### config.mk
export PLATFORM = sky130hd
export DESIGN_NAME = bsg_cache_nb_mhu_way_alloc
export DESIGN_NICKNAME = d
export VERILOG_FILES = /design/src/rtl/bsg_cache_nb_mhu_way_alloc.sv
export SDC_FILE = /design/constraint.sdc
export NUM_CORES = 1
export LEC_CHECK = 0
export BUFFER_PORTS_ARGS = -buffer_cell sky130_fd_sc_hd__buf_2
export CAP_MARGIN = 20
export CORE_AREA = 2 2 66 92
export CTS_CLUSTER_DIAMETER = 50
export CTS_CLUSTER_SIZE = 24
export DETAILED_ROUTE_END_ITERATION = 8
export DIE_AREA = 0 0 68 94
export GPL_ROUTABILITY_DRIVEN = 0
export PLACE_DENSITY = 0.8
export SLEW_MARGIN = 20
export SYNTH_ARGS = -nofsm -noshare
export SYNTH_HDL_FRONTEND = slang
export SYNTH_SLANG_ARGS = --single-unit
### constraint.sdc
create_clock -name clk_i -period 2.13 [get_ports clk_i]
set_input_delay 0 -clock clk_i [delete_from_list [all_inputs] [get_ports clk_i]]
set_output_delay 0 -clock clk_i [all_outputs]
set_load 0.03 [all_outputs]
### src/rtl/bsg_cache_nb_mhu_way_alloc.sv
// bsg_cache_nb_mhu_way_alloc
//
// Way-allocation sequencer for the non-blocking cache miss handling unit.
// It takes one tag miss at a time and reads the tag/stat state of the missed
// set. It presents the set index to the external way chooser and consumes the
// chosen way. If the chooser reports that no way is available, it backs off
// and re-reads the set. Otherwise it reserves the way by setting its
// waiting_for_fill_data stat bit, then issues one fill (plus optional evict)
// request to the DMA queue.
//
// Ports:
//   clk_i, reset_i          clock, synchronous active-high reset
//   miss_*                  incoming miss request (valid/ready, index, tag)
//   rd_*                    tag/stat read request; grant on rd_ready_i
//   valid_i/dirty_i/tag_i   per-way set state, one cycle after the read grant
//   chooser_index_o         index presented to the way chooser
//   chosen_way_i            way selected by the chooser
//   no_available_way_i      chooser reports that no way is available
//   stat_w_*                reserve-way stat write (valid/ready, index, way)
//   dma_*                   fill/evict request to the DMA queue
//   busy_o                  sequencer is not idle
//   retry_count_o           saturating count of failed choices for this miss
module bsg_cache_nb_mhu_way_alloc #(
    parameter int sets_p       = 16,
    parameter int ways_p       = 4,
    parameter int tag_width_p  = 8,
    parameter int retry_wait_p = 4,
    localparam int lg_sets_lp  = (sets_p == 1) ? 1 : $clog2(sets_p),
    localparam int lg_ways_lp  = (ways_p == 1) ? 1 : $clog2(ways_p)
) (
    input  logic                          clk_i,
    input  logic                          reset_i,

    input  logic                          miss_v_i,
    input  logic [lg_sets_lp-1:0]         miss_index_i,
    input  logic [tag_width_p-1:0]        miss_tag_i,
    output logic                          miss_ready_o,

    output logic                          rd_v_o,
    output logic [lg_sets_lp-1:0]         rd_index_o,
    input  logic                          rd_ready_i,

    input  logic [ways_p-1:0]             valid_i,
    input  logic [ways_p-1:0]             dirty_i,
    input  logic [ways_p*tag_width_p-1:0] tag_i,

    output logic [lg_sets_lp-1:0]         chooser_index_o,
    input  logic [lg_ways_lp-1:0]         chosen_way_i,
    input  logic                          no_available_way_i,

    output logic                          stat_w_v_o,
    output logic [lg_sets_lp-1:0]         stat_w_index_o,
    output logic [lg_ways_lp-1:0]         stat_w_way_o,
    input  logic                          stat_w_ready_i,

    output logic                          dma_v_o,
    output logic [lg_sets_lp-1:0]         dma_index_o,
    output logic [lg_ways_lp-1:0]         dma_way_o,
    output logic [tag_width_p-1:0]        dma_tag_o,
    output logic                          dma_evict_o,
    output logic [tag_width_p-1:0]        dma_evict_tag_o,
    input  logic                          dma_ready_i,

    output logic                          busy_o,
    output logic [7:0]                    retry_count_o
);

    localparam int cnt_width_lp = $clog2(retry_wait_p + 1);

    typedef enum logic [2:0] {
        IDLE    = 3'd0,
        READ    = 3'd1,
        CHOOSE  = 3'd2,
        BACKOFF = 3'd3,
        COMMIT  = 3'd4,
        DMA     = 3'd5
    } state_e;

    state_e                  state_q;
    logic                    miss_ready_q;
    logic                    busy_q;
    logic                    rd_v_q;
    logic                    stat_w_v_q;
    logic                    dma_v_q;
    logic [lg_sets_lp-1:0]   index_q;
    logic [tag_width_p-1:0]  tag_q;
    logic [lg_ways_lp-1:0]   way_q;
    logic                    evict_q;
    logic [tag_width_p-1:0]  evict_tag_q;
    logic [7:0]              retry_q;
    logic [cnt_width_lp-1:0] backoff_q;

    logic [7:0]              retry_d;
    logic [tag_width_p-1:0]  victim_tag_d;
    logic                    victim_evict_d;

    // Saturating increment of the failed-choice counter.
    always_comb begin
        retry_d = (retry_q == 8'hFF) ? retry_q : (retry_q + 8'd1);
    end

    // Victim selection: OR-reduce the chosen way's fields so that ways_p
    // values that are not a power of two never index out of range.
    always_comb begin
        victim_tag_d   = '0;
        victim_evict_d = 1'b0;
        for (int w = 0; w < ways_p; w++) begin
            victim_tag_d   = victim_tag_d
                           | ({tag_width_p{chosen_way_i == lg_ways_lp'(w)}}
                              & tag_i[w*tag_width_p +: tag_width_p]);
            victim_evict_d = victim_evict_d
                           | ((chosen_way_i == lg_ways_lp'(w)) & valid_i[w] & dirty_i[w]);
        end
    end

    // Sequencer FSM; every valid/ready flag is a register updated with the state.
    always_ff @(posedge clk_i) begin
        if (reset_i) begin
            state_q      <= IDLE;
            miss_ready_q <= 1'b1;
            busy_q       <= 1'b0;
            rd_v_q       <= 1'b0;
            stat_w_v_q   <= 1'b0;
            dma_v_q      <= 1'b0;
            index_q      <= '0;
            tag_q        <= '0;
            way_q        <= '0;
            evict_q      <= 1'b0;
            evict_tag_q  <= '0;
            retry_q      <= 8'd0;
            backoff_q    <= '0;
        end else begin
            case (state_q)
                IDLE: begin
                    if (miss_v_i) begin
                        index_q      <= miss_index_i;
                        tag_q        <= miss_tag_i;
                        retry_q      <= 8'd0;
                        miss_ready_q <= 1'b0;
                        busy_q       <= 1'b1;
                        rd_v_q       <= 1'b1;
                        state_q      <= READ;
                    end
                end
                READ: begin
                    if (rd_ready_i) begin
                        rd_v_q  <= 1'b0;
                        state_q <= CHOOSE;
                    end
                end
                CHOOSE: begin
                    // Read data for the granted set is present only in this cycle.
                    if (no_available_way_i) begin
                        retry_q   <= retry_d;
                        backoff_q <= cnt_width_lp'(retry_wait_p);
                        state_q   <= BACKOFF;
                    end else begin
                        way_q       <= chosen_way_i;
                        evict_q     <= victim_evict_d;
                        evict_tag_q <= victim_tag_d;
                        stat_w_v_q  <= 1'b1;
                        state_q     <= COMMIT;
                    end
                end
                BACKOFF: begin
                    // The last wait cycle is the one where the counter hits zero;
                    // the set is always re-read because its state may have moved.
                    backoff_q <= backoff_q - cnt_width_lp'(1);
                    if (backoff_q == cnt_width_lp'(1)) begin
                        rd_v_q  <= 1'b1;
                        state_q <= READ;
                    end
                end
                COMMIT: begin
                    if (stat_w_ready_i) begin
                        stat_w_v_q <= 1'b0;
                        dma_v_q    <= 1'b1;
                        state_q    <= DMA;
                    end
                end
                DMA: begin
                    if (dma_ready_i) begin
                        dma_v_q      <= 1'b0;
                        busy_q       <= 1'b0;
                        miss_ready_q <= 1'b1;
                        state_q      <= IDLE;
                    end
                end
                default: begin
                    state_q      <= IDLE;
                    miss_ready_q <= 1'b1;
                    busy_q       <= 1'b0;
                    rd_v_q       <= 1'b0;
                    stat_w_v_q   <= 1'b0;
                    dma_v_q      <= 1'b0;
                end
            endcase
        end
    end

    // Handshake flags are forced low while reset is held, including the
    // first reset cycle before the reset edge has been taken.
    assign miss_ready_o    = miss_ready_q & ~reset_i;
    assign busy_o          = busy_q & ~reset_i;
    assign rd_v_o          = rd_v_q & ~reset_i;
    assign stat_w_v_o      = stat_w_v_q & ~reset_i;
    assign dma_v_o         = dma_v_q & ~reset_i;

    assign rd_index_o      = index_q;
    assign chooser_index_o = index_q;
    assign stat_w_index_o  = index_q;
    assign stat_w_way_o    = way_q;
    assign dma_index_o     = index_q;
    assign dma_way_o       = way_q;
    assign dma_tag_o       = tag_q;
    assign dma_evict_o     = evict_q;
    assign dma_evict_tag_o = evict_tag_q;
    assign retry_count_o   = retry_q;

endmodule
Yosys cells after proc, flatten, opt, wreduce, memory -nomap -nowiden --
Index checks and enable logic that the tools add are counted.
Storage, ports and cells: word-level logic and storage cells 106, output and inout port bits 50, register bits 42
Cells by class: multiplexer cells 27, reduce and logical (&&, ||, !) cells 17, add/sub/neg operators 2, bitwise operators 29, equality and inequality tests 18
Operators by type and width (number):
- $and 8x8->8 | 4
- $mux 8 | 3
- $or 8x8->8 | 3
- $mux 3 | 7
- $pmux 3 s6 | 1
- $ne 2x2->1 const B | 8
- $pmux 8 s2 | 1
- $and 1x1->1 | 13
- $pmux 1 s3 | 4
- $reduce_or 4->1 | 3
- $mux 1 | 9
- $reduce_and 3->1 | 3
- $add 8x1->8 const B | 1
- $eq 8x8->1 const B | 1
- $reduce_and 4->1 | 2
- $eq 3x1->1 const B | 2
- $eq 3x2->1 const B | 2
- $eq 3x3->1 const B | 2
- $not 1->1 | 6
- $pmux 3 s2 | 1
- $reduce_and 2->1 | 3
- $reduce_and 5->1 | 1
- $eq 2x2->1 const B | 2
- $pmux 1 s4 | 1
- 7 further kinds | 10

Logic depth before layout (Yosys ltp) --
Gate-level depths: netlist of run 1.
depth after elaboration 6, depth in mapped cells 6, gate-level depth less buffers 6

Worst setup path after synthesis of run 1 --
No wires, ideal clock.
kind register -> register, from reg retry_q[3] (netlist: retry_count_o[3]), to reg retry_q[4] (netlist: retry_count_o[4]), arrival 1443 ps, path buffers 0, cell stages (with the launch flop) 5, setup slack 567 ps, required time 2010 ps, library setup time 120 ps, cell sequence dfxtp_1 > and4_1 > a41o_1 > nor4_1 > a211o_1
On the way: word-level cells in the longest chain between the ends 4, elaborated cells between the ends (all ways) 7, those cells by class add/sub (1); eq/ne (2); mux (3); reduce/logical (1)
RTL lines:
- from (decl) | RTL line 90 | logic [7:0] retry_q;
- from (signal assigned) | RTL line 154 | retry_q <= retry_d;
- $add 8x1->8 | RTL line 99 | retry_d = (retry_q == 8'hFF) ? retry_q : (retry_q + 8'd1);
- $mux 8 | RTL line 99
- $mux 8 | RTL line 153 | if (no_available_way_i) begin
- $pmux 8 s2 | RTL line 133 | case (state_q)
Several ways; a longest one is shown, not always the timed one. The select of a mux whose other input is x is not followed. A chain may end at the register's enable or synchronous reset.

Worst setup path after layout of run 1 --
from reg state_q[1], to reg retry_q[5] (netlist: retry_count_o[5])
On the way: word-level cells in the longest chain between the ends 3, elaborated cells between the ends (all ways) 8, those cells by class eq/ne (4); mux (1); reduce/logical (3)
RTL lines:
- from (decl) | RTL line 79 | state_e state_q;
- from (signal assigned) | RTL line 119 | state_q <= IDLE;
- from (signal assigned) | RTL line 142 | state_q <= READ;
- from (signal assigned) | RTL line 148 | state_q <= CHOOSE;
- $eq 3x2->1 or $logic_not 3->1 (tied branches) | RTL line 133
- $ne 2x2->1 (no line) or $reduce_bool 2->1 (tied branches)
- $reduce_and 4->1 (no line)
Several ways; a longest one is shown, not always the timed one.

==> results of run 1 <==
[flip-flops by register name, summed over array words and instances (netlist names)]
register	cells
retry_count_o	8
miss_ready_q	1
rd_v_q	1
dma_way_o	2
dma_evict_o	1
dma_tag_o	8
dma_v_q	1
stat_w_v_q	1
busy_q	1
chooser_index_o	4
state_q	3
backoff_q	3
dma_evict_tag_o	8
[layout make-up]
class / count / share of cell area
Inverter: 5 / 0.00641
Clock buffer: 6 / 0.0282
Sequential cell: 42 / 0.287
Multi-Input combinational cell: 179 / 0.382
Timing Repair Buffer: 129 / 0.247
Tap cell: 68 / 0.0291
Clock inverter: 2 / 0.0205
[critical path, delay by kind of cell (launching register included)]
family / cells / cell delay [ns]
flops: 1 / 0.59
compound gates: 2 / 0.51
mux: 1 / 0.28
simple gates: 1 / 0.25
[logic make-up after synthesis]
group	Yosys count	synth area share
and+or+nand+nor	106	0.244
AOI/OAI and AO/OA	60	0.163
DFF	42	0.390
buffers and inverters	35	0.0906
muxes	10	0.0941
adders and majority gates	3	0.0174
[where the power goes]
group	switching (uW)	total, uW	internal [uW]
clock network	279	779	500
registers	39.7	872	832
logic	283	474	190
total	602	2120	1520
[final timing paths]
check | from | to | slack [ns] | cells after the start
max | state_q[1] | retry_count_o[5] | 0.40 | 4
min reg2reg | dma_tag_o[2] | dma_tag_o[2] | 0.45 | 2
min | no_available_way_i | state_q[1] | 0.03 | 3
max reg2reg | state_q[1] | retry_count_o[5] | 0.40 | 4
[through the flow]
step,util,area [sq um]
after floorplan,-,2150
after global placement,0.482,2670
after detailed placement,0.482,2670
after CTS,0.530,2930
after global routing,0.530,2930
final,0.530,2930
[routing by layer]
layer,share of wire,up-vias,track usage
met5,0,-,0
met4,0.012,0,0.0700
met3,0.052,7,0.0348
met2,0.54,75,0.338
met1,0.39,1009,0.199
li1,-,1101,-
[what timing repair did]
action                                  CTS  global route
hold buffers                             12             0
endpoints found under the hold margin    12             0
endpoints found under the setup margin    0             0
gates resized for setup                   0             0
[cell usage in the layout, fill, tap and decap left out, types with 3 or more instances in the layout]
cell type and n:
buf_2 110, nand2_1 57, dfxtp_1 42, a21oi_1 33, o21ai_0 12, dlygate4sd3_1 12, nor2b_1 9, mux4_2 8
nand3_1 7, buf_4 7, nor3_1 6, clkbuf_8 6, inv_1 5, nand2b_1 4, nor2_1 4, nor4_1 4
a211o_1 3, ha_1 3
==> qor.yml, run 1 <==
placement:
  place_worst_setup_slack_ns: 0.440
  dp_cells: 411
  portBuffers: 110
  dp_hpwl_um: 4170
yosys:
  seq_area_frac_synth: 0.390
  yosys_warnings: 0
  async_flop_share: 0
  yosys-top-cells-count: "nand2_1, dfxtp_1, a21oi_1"
  avgSynthCellArea_sq_um: 8.41
  synth_ff_type: "dfxtp_1"
  ys_types: 43
  ys_ff_latch: 42
  yosysMostFrequentCell: "nand2_1"
  syn-num-nets: 320
  synth_top_area_cell: "dfxtp_1"
  synth_top_area_frac: 0.390
  synth_cells: 256
  synth_edf_count: 0
  netlist_area_sq_um: 2150
  ys_top_cells_by_area: "dfxtp_1, nand2_1, mux4_2, a21oi_1, buf_4"
finish:
  ff_latch_area_sq_um: 841
  nets: 426
  multi_input_area_sq_um: 1120
  area.growth.synth_to_final_pct: 36.0
  antenna_cells: 0
  fillCellCount: 528
  drive_above_1_share: 0.377
  fin_cells: 431
global_route:
  antenna_found_initial: 0
  track_usage: 0.184
  grt_max_degree: 28
  grt_pass1_wl_um: 8930
  grt-ovfl-total: 0
  first_global_vias: 2029
detailed_routing:
  ant_nets: 0
  wl_per_cell_um: 13.0
  via_per_inst: 5.09
  drtPass1Iterations: 4
  drt-total-wl_um: 5590
  drtIter0Drc: 88
  vias: 2192
  drc: 0
run_status:
  status: "finished clean"
sta:
  rsz0062_at_grt: "no"
  drv_slew: 0
  finalWorstSetupSlack_ns: 0.403
  worstMarginPinSlew_ns: 0.429
  max_freq_ghz: 0.579
  hold_viol: 0
  finalClockSkew_ns: 0.00655
  min_period_over_period: 0.811
  fin_crit_ns: 1.73
  hold_ws_ns: 0.0332
  fin_tns_setup_ns: 0
  max_slew_margin: 0.714
  finalSetupViolations: 0
cts:
  cts-buffers-inserted: 5
  cts.sink_count: 42
  cts_tree: "built"
  clk_pin_slew_ns: 0.08
  clockBufferDepth: 2
  cts_setup_buffers: 0
  htreeDepth: 2
  cts-root-buf: "clkbuf_8"
  clkLatencyLatePin_ns: 0.30
pwr:
  static-leakage-power_uw: 0.00136
  powerDensity_nw_per_um2: 725
  ir_drop_mv: 0.361
  power_uw: 2120
critical_path:
  max_stage_delay_ns: 0.59
  critPathCaptureType: "register"
  crit_path_start_kind: "register"
  required_ns: 2.32
  critPathKind: "register to register"
  crit_chain: "nand4bb_1 -> a41oi_1 -> o21ai_0 -> mux2_2"
  crit_path_top_delay_cell: "dfxtp_1"
  crit_fanout: 15
  crit_arrival_ns: 1.92
flow_run:
  max_cap_violations: 0
floorplanning:
  io_pins: 111
  dieArea_sq_um: 6390
  fp-row-count: 32
  start_util: 0.390
  fp.dieW_um: 68
  die_y_um: 94
  coreArea_sq_um: 5530
worst_hold_path:
  min_path_type: "input pin to register"
No activity file was read; power rests on OpenSTA's default activity.
==> run 2, diff against run 1 <==
--- a/config.mk
+++ b/config.mk
@@ -13,7 +13,7 @@
 export DETAILED_ROUTE_END_ITERATION = 8
 export DIE_AREA = 0 0 68 94
 export GPL_ROUTABILITY_DRIVEN = 0
-export PLACE_DENSITY = 0.8
+export PLACE_DENSITY = 0.83
 export SLEW_MARGIN = 20
 export SYNTH_ARGS = -nofsm -noshare
 export SYNTH_HDL_FRONTEND = slang
==> constraint.sdc (replaced) <==
create_clock -name clk_i -period 1.5 [get_ports clk_i]
set_input_delay 0 -clock clk_i [delete_from_list [all_inputs] [get_ports clk_i]]
set_output_delay 0 -clock clk_i [all_outputs]
set_load 0.03 [all_outputs]
==> qor.yml, run 2 (synthesis results as in run 1) <==
run_status:
  status: "finished clean"
critical_path:
  critPathKind: "register to register"
  rrSetupSlack_ns: 0.05
  required_ns: 1.69
  crit_path_top_delay_cell: "dfxtp_2"
  max_stage_delay_ns: 0.40
  startpoint: "retry_count_o[4]"
  worstSetupPathDepth: 5
  crit_chain: "and4_1 -> a41o_2 -> buf_4 -> a21oi_1 -> a41o_1"
  crit_fanout: 8
  rr_endpoint: "retry_count_o[1]"
  crit_path_start_kind: "register"
  crit_buf_inv: 1
  reg2reg_from: "retry_count_o[4]"
  path_delay_family: "compound AO/OA/AOI/OAI gates"
  crit_arrival_ns: 1.64
  reg2regPathDepth: 5
  critPathCaptureType: "register"
floorplanning:
  start_util: 0.390
  die_y_um: 94
  fp.dieW_um: 68
  io_pins: 111
  dieArea_sq_um: 6390
  fp-row-count: 32
  coreArea_sq_um: 5530
cts:
  htreeDepth: 2
  cts.sink_count: 42
  cts-buffers-inserted: 5
  cts-root-buf: "clkbuf_8"
  clk_pin_slew_ns: 0.08
  clockBufferDepth: 2
  clkLatencyLatePin_ns: 0.29
  cts_tree: "built"
finish:
  fin_cells: 441
  antenna_cells: 0
  drive_above_1_share: 0.432
  area.growth.synth_to_final_pct: 39.4
  final_common_cell: "buf_2"
  nets: 437
  final_cell_mix: "buf_2, nand2_1, dfxtp_1"
  fin_area_sq_um: 3000
sta:
  hold_ws_ns: 0.0254
  min_period_over_period: 0.965
  finalClockSkew_ns: 0.00588
  max_slew_margin: 0.728
  finalSetupViolations: 0
  worstMarginPinSlew_ns: 0.402
  hold_viol: 0
  max_freq_ghz: 0.691
  drv_slew: 0
  rsz0062_at_grt: "no"
  fin_crit_ns: 1.45
  finalWorstSetupSlack_ns: 0.0519
global_route:
  first_global_vias: 1994
  track_usage: 0.176
  antenna_found_initial: 0
  grt_pass1_wl_um: 8540
  grt-ovfl-total: 0
  grt_max_degree: 24
pwr:
  ir_drop_mv: 0.439
  powerDensity_nw_per_um2: 877
  power_uw: 2630
  static-leakage-power_uw: 0.00140
detailed_routing:
  wl_per_cell_um: 13.0
  ant_nets: 0
  via_per_inst: 5.05
  drtPass1Iterations: 4
  drc: 0
  drtIter0Drc: 72
  vias: 2226
  drt-total-wl_um: 5740
placement:
  dp_cells: 421
  placed_area_sq_um: 2750
  dp_hpwl_um: 4360
  place_worst_setup_slack_ns: -0.000902
  portBuffers: 110
worst_hold_path:
  min_path_type: "input pin to register"
  hold_path_end: "state_q[2]"
  hp-start: "dma_ready_i"
  hold_depth: 4
flow_run:
  max_cap_violations: 0
-- run 2: worst max-delay path by stage --
stage | end | slack, ns
after global routing | retry_count_o[1] | 0.003
after CTS | retry_count_o[1] | 0.002
final | retry_count_o[1] | 0.05
after floorplan | retry_count_o[4] | -0.006
after detailed placement | retry_count_o[5] | -0.0009
after global placement | retry_count_o[1] | 0.03
-- run 2: layout make-up --
type | count | area (sq um)
clock buffer | 5 | 68.8
clock inverter | 2 | 10.0
fill | 510 | 2520
inverter | 5 | 18.8
multi-input combinational | 179 | 1160
sequential | 42 | 850
tap | 68 | 85.1
timing repair buffer | 140 | 806
-- run 2: stage by stage --
step / utilization / TNS [ns]
3_5_place_dp: 0.498 / -0.000902
5_1_grt: 0.543 / 0
2_1_floorplan: - / -0.00558
6_report: 0.543 / 0
3_3_place_gp: 0.498 / 0
4_1_cts: 0.536 / 0
-- run 2: report_power, final --
part | switching, uW | internal (uW) | total, uW
registers | 41.6 | 1180 | 1230
clock network | 367 | 312 | 679
logic | 428 | 301 | 729
total | 836 | 1800 | 2630
-- run 2: timing repair --
item | 4_1_cts | 5_1_grt
buffers inserted | 1 | 0
endpoints found under the setup margin | 4 | 6
hold endpoints to repair | 12 | 0
resized for setup | 2 | 5
pin swaps | 0 | 0
gates cloned | 0 | 0
hold buffers | 12 | 0
-- run 2: worst min-delay path, stage by stage --
cell and delay (ns):
buf_2 0.09, a21oi_1 0.07, nand2_1 0.06, a21oi_1 0.06
-- run 2: metal layers --
layer / part of all wire / GRT usage
met5: 0 / 0
met4: 0.024 / 0.0733
met3: 0.057 / 0.0312
met2: 0.56 / 0.344
met1: 0.36 / 0.172
==> run 3, diff against run 2 <==
--- a/config.mk
+++ b/config.mk
@@ -7,13 +7,13 @@
 export LEC_CHECK = 0
 export BUFFER_PORTS_ARGS = -buffer_cell sky130_fd_sc_hd__buf_2
 export CAP_MARGIN = 20
-export CORE_AREA = 2 2 66 92
-export CTS_CLUSTER_DIAMETER = 50
+export CORE_AREA = 5 5 69 95
+export CTS_CLUSTER_DIAMETER = 100
 export CTS_CLUSTER_SIZE = 24
 export DETAILED_ROUTE_END_ITERATION = 8
-export DIE_AREA = 0 0 68 94
+export DIE_AREA = 0 0 74 100
 export GPL_ROUTABILITY_DRIVEN = 0
-export PLACE_DENSITY = 0.83
+export PLACE_DENSITY = 0.77
 export SLEW_MARGIN = 20
 export SYNTH_ARGS = -nofsm -noshare
 export SYNTH_HDL_FRONTEND = slang
==> qor.yml, run 3 (synthesis results as in run 1) <==
sta:
  fin_crit_ns: 1.45
  max_slew_margin: 0.736
  finalClockSkew_ns: 0.00831
  worstMarginPinSlew_ns: 0.387
  hold_ws_ns: 0.0237
  rsz0062_at_grt: "yes"
  min_period_over_period: 0.969
  hold_viol: 0
  drv_slew: 0
  finalSetupViolations: 0
  max_freq_ghz: 0.688
cts:
  cts.sink_count: 42
  cts-root-buf: "clkbuf_8"
  clkLatencyLatePin_ns: 0.30
  cts-buffers-inserted: 5
  htreeDepth: 2
  clk_pin_slew_ns: 0.08
  cts_tree: "built"
  clockBufferDepth: 2
detailed_routing:
  vias: 2320
  drtIter0Drc: 87
  drt-total-wl_um: 6410
  ant_nets: 0
  wl_per_cell_um: 14.5
  drtPass1Iterations: 4
  via_per_inst: 5.25
  drc: 0
finish:
  drive_above_1_share: 0.441
  nets: 437
  final_cell_mix: "buf_2, nand2_1, dfxtp_1"
  area.growth.synth_to_final_pct: 42.0
  antenna_cells: 0
  fin_cells: 442
  final_common_cell: "buf_2"
critical_path:
  critPathKind: "register to register"
  crit_path_start_kind: "register"
  required_ns: 1.69
  crit_arrival_ns: 1.65
  crit_fanout: 17
  critPathCaptureType: "register"
flow_run:
  max_cap_violations: 0
floorplanning:
  fp-row-count: 32
  die_y_um: 100
  dieArea_sq_um: 7400
  start_util: 0.387
  fp.dieW_um: 74
  io_pins: 111
  coreArea_sq_um: 5570
global_route:
  track_usage: 0.170
  grt_max_degree: 18
  first_global_vias: 2290
  grt-ovfl-total: 0
  grt_pass1_wl_um: 10000
  antenna_found_initial: 0
placement:
  dp_hpwl_um: 4750
  dp_cells: 420
  portBuffers: 110
run_status:
  status: "finished clean"
pwr:
  ir_drop_mv: 0.634
  powerDensity_nw_per_um2: 880
  power_uw: 2690
  static-leakage-power_uw: 0.00140
worst_hold_path:
  min_path_type: "input pin to register"
[run 3: critical path: stages, from the launching register on]
cell     delay [ns]
dfxtp_2        0.34
or4b_4         0.54
buf_4          0.22
a41o_1         0.25
[run 3: through the flow]
step	area [sq um]	setup slack (ns)	TNS (ns)	utilization
floorplan	2160	-0.00558	-0.00558	-
global placement	2740	0.0323	0	0.493
detailed placement	2740	0.00359	0	0.493
CTS	2960	-0.00611	-0.00611	0.533
global route	3060	-0.00956	-0.0251	0.549
finish	3060	0.0472	0	0.549
[run 3: routing by layer]
| layer | vias to the layer above | wire, um | track usage |
|---|---|---|---|
| met2 | 109 | 3410 | 0.298 |
| met3 | 17 | 571 | 0.0531 |
| li1 | 1124 | - | - |
| met1 | 1070 | 2250 | 0.183 |
| met4 | 0 | 174 | 0.0739 |
| met5 | - | 0 | 0 |
[run 3: cell type report]
class | count | area (sq um)
Sequential cell | 42 | 851
Timing Repair Buffer | 140 | 817
Fill cell | 498 | 2510
Clock buffer | 6 | 72.6
Multi-Input combinational cell | 179 | 1200
Tap cell | 68 | 85.1
Clock inverter | 2 | 13.8
Inverter | 5 | 18.8
[run 3: timing repair]
item,in CTS,in global routing
setup endpoints to repair,4,19
resized for setup,2,13
hold buffers,12,0
buffers inserted,1,0
gates cloned,0,1
pin swaps,0,1
endpoints found under the hold margin,12,0
[run 3: power breakdown]
group	internal, uW	total, uW	switching, uW
Combinational	306	740	434
Clock	328	719	391
Sequential	1180	1230	46.3
[run 3: final timing paths]
path | startpoint | to | slack (ns) | depth (start not counted)
hold / removal | dma_ready_i | state_q[2] | 0.02 | 4
setup / recovery | state_q[0] | retry_count_o[1] | 0.05 | 3
setup reg to reg | state_q[0] | retry_count_o[1] | 0.05 | 3
hold reg to reg | dma_tag_o[5] | dma_tag_o[5] | 0.46 | 2
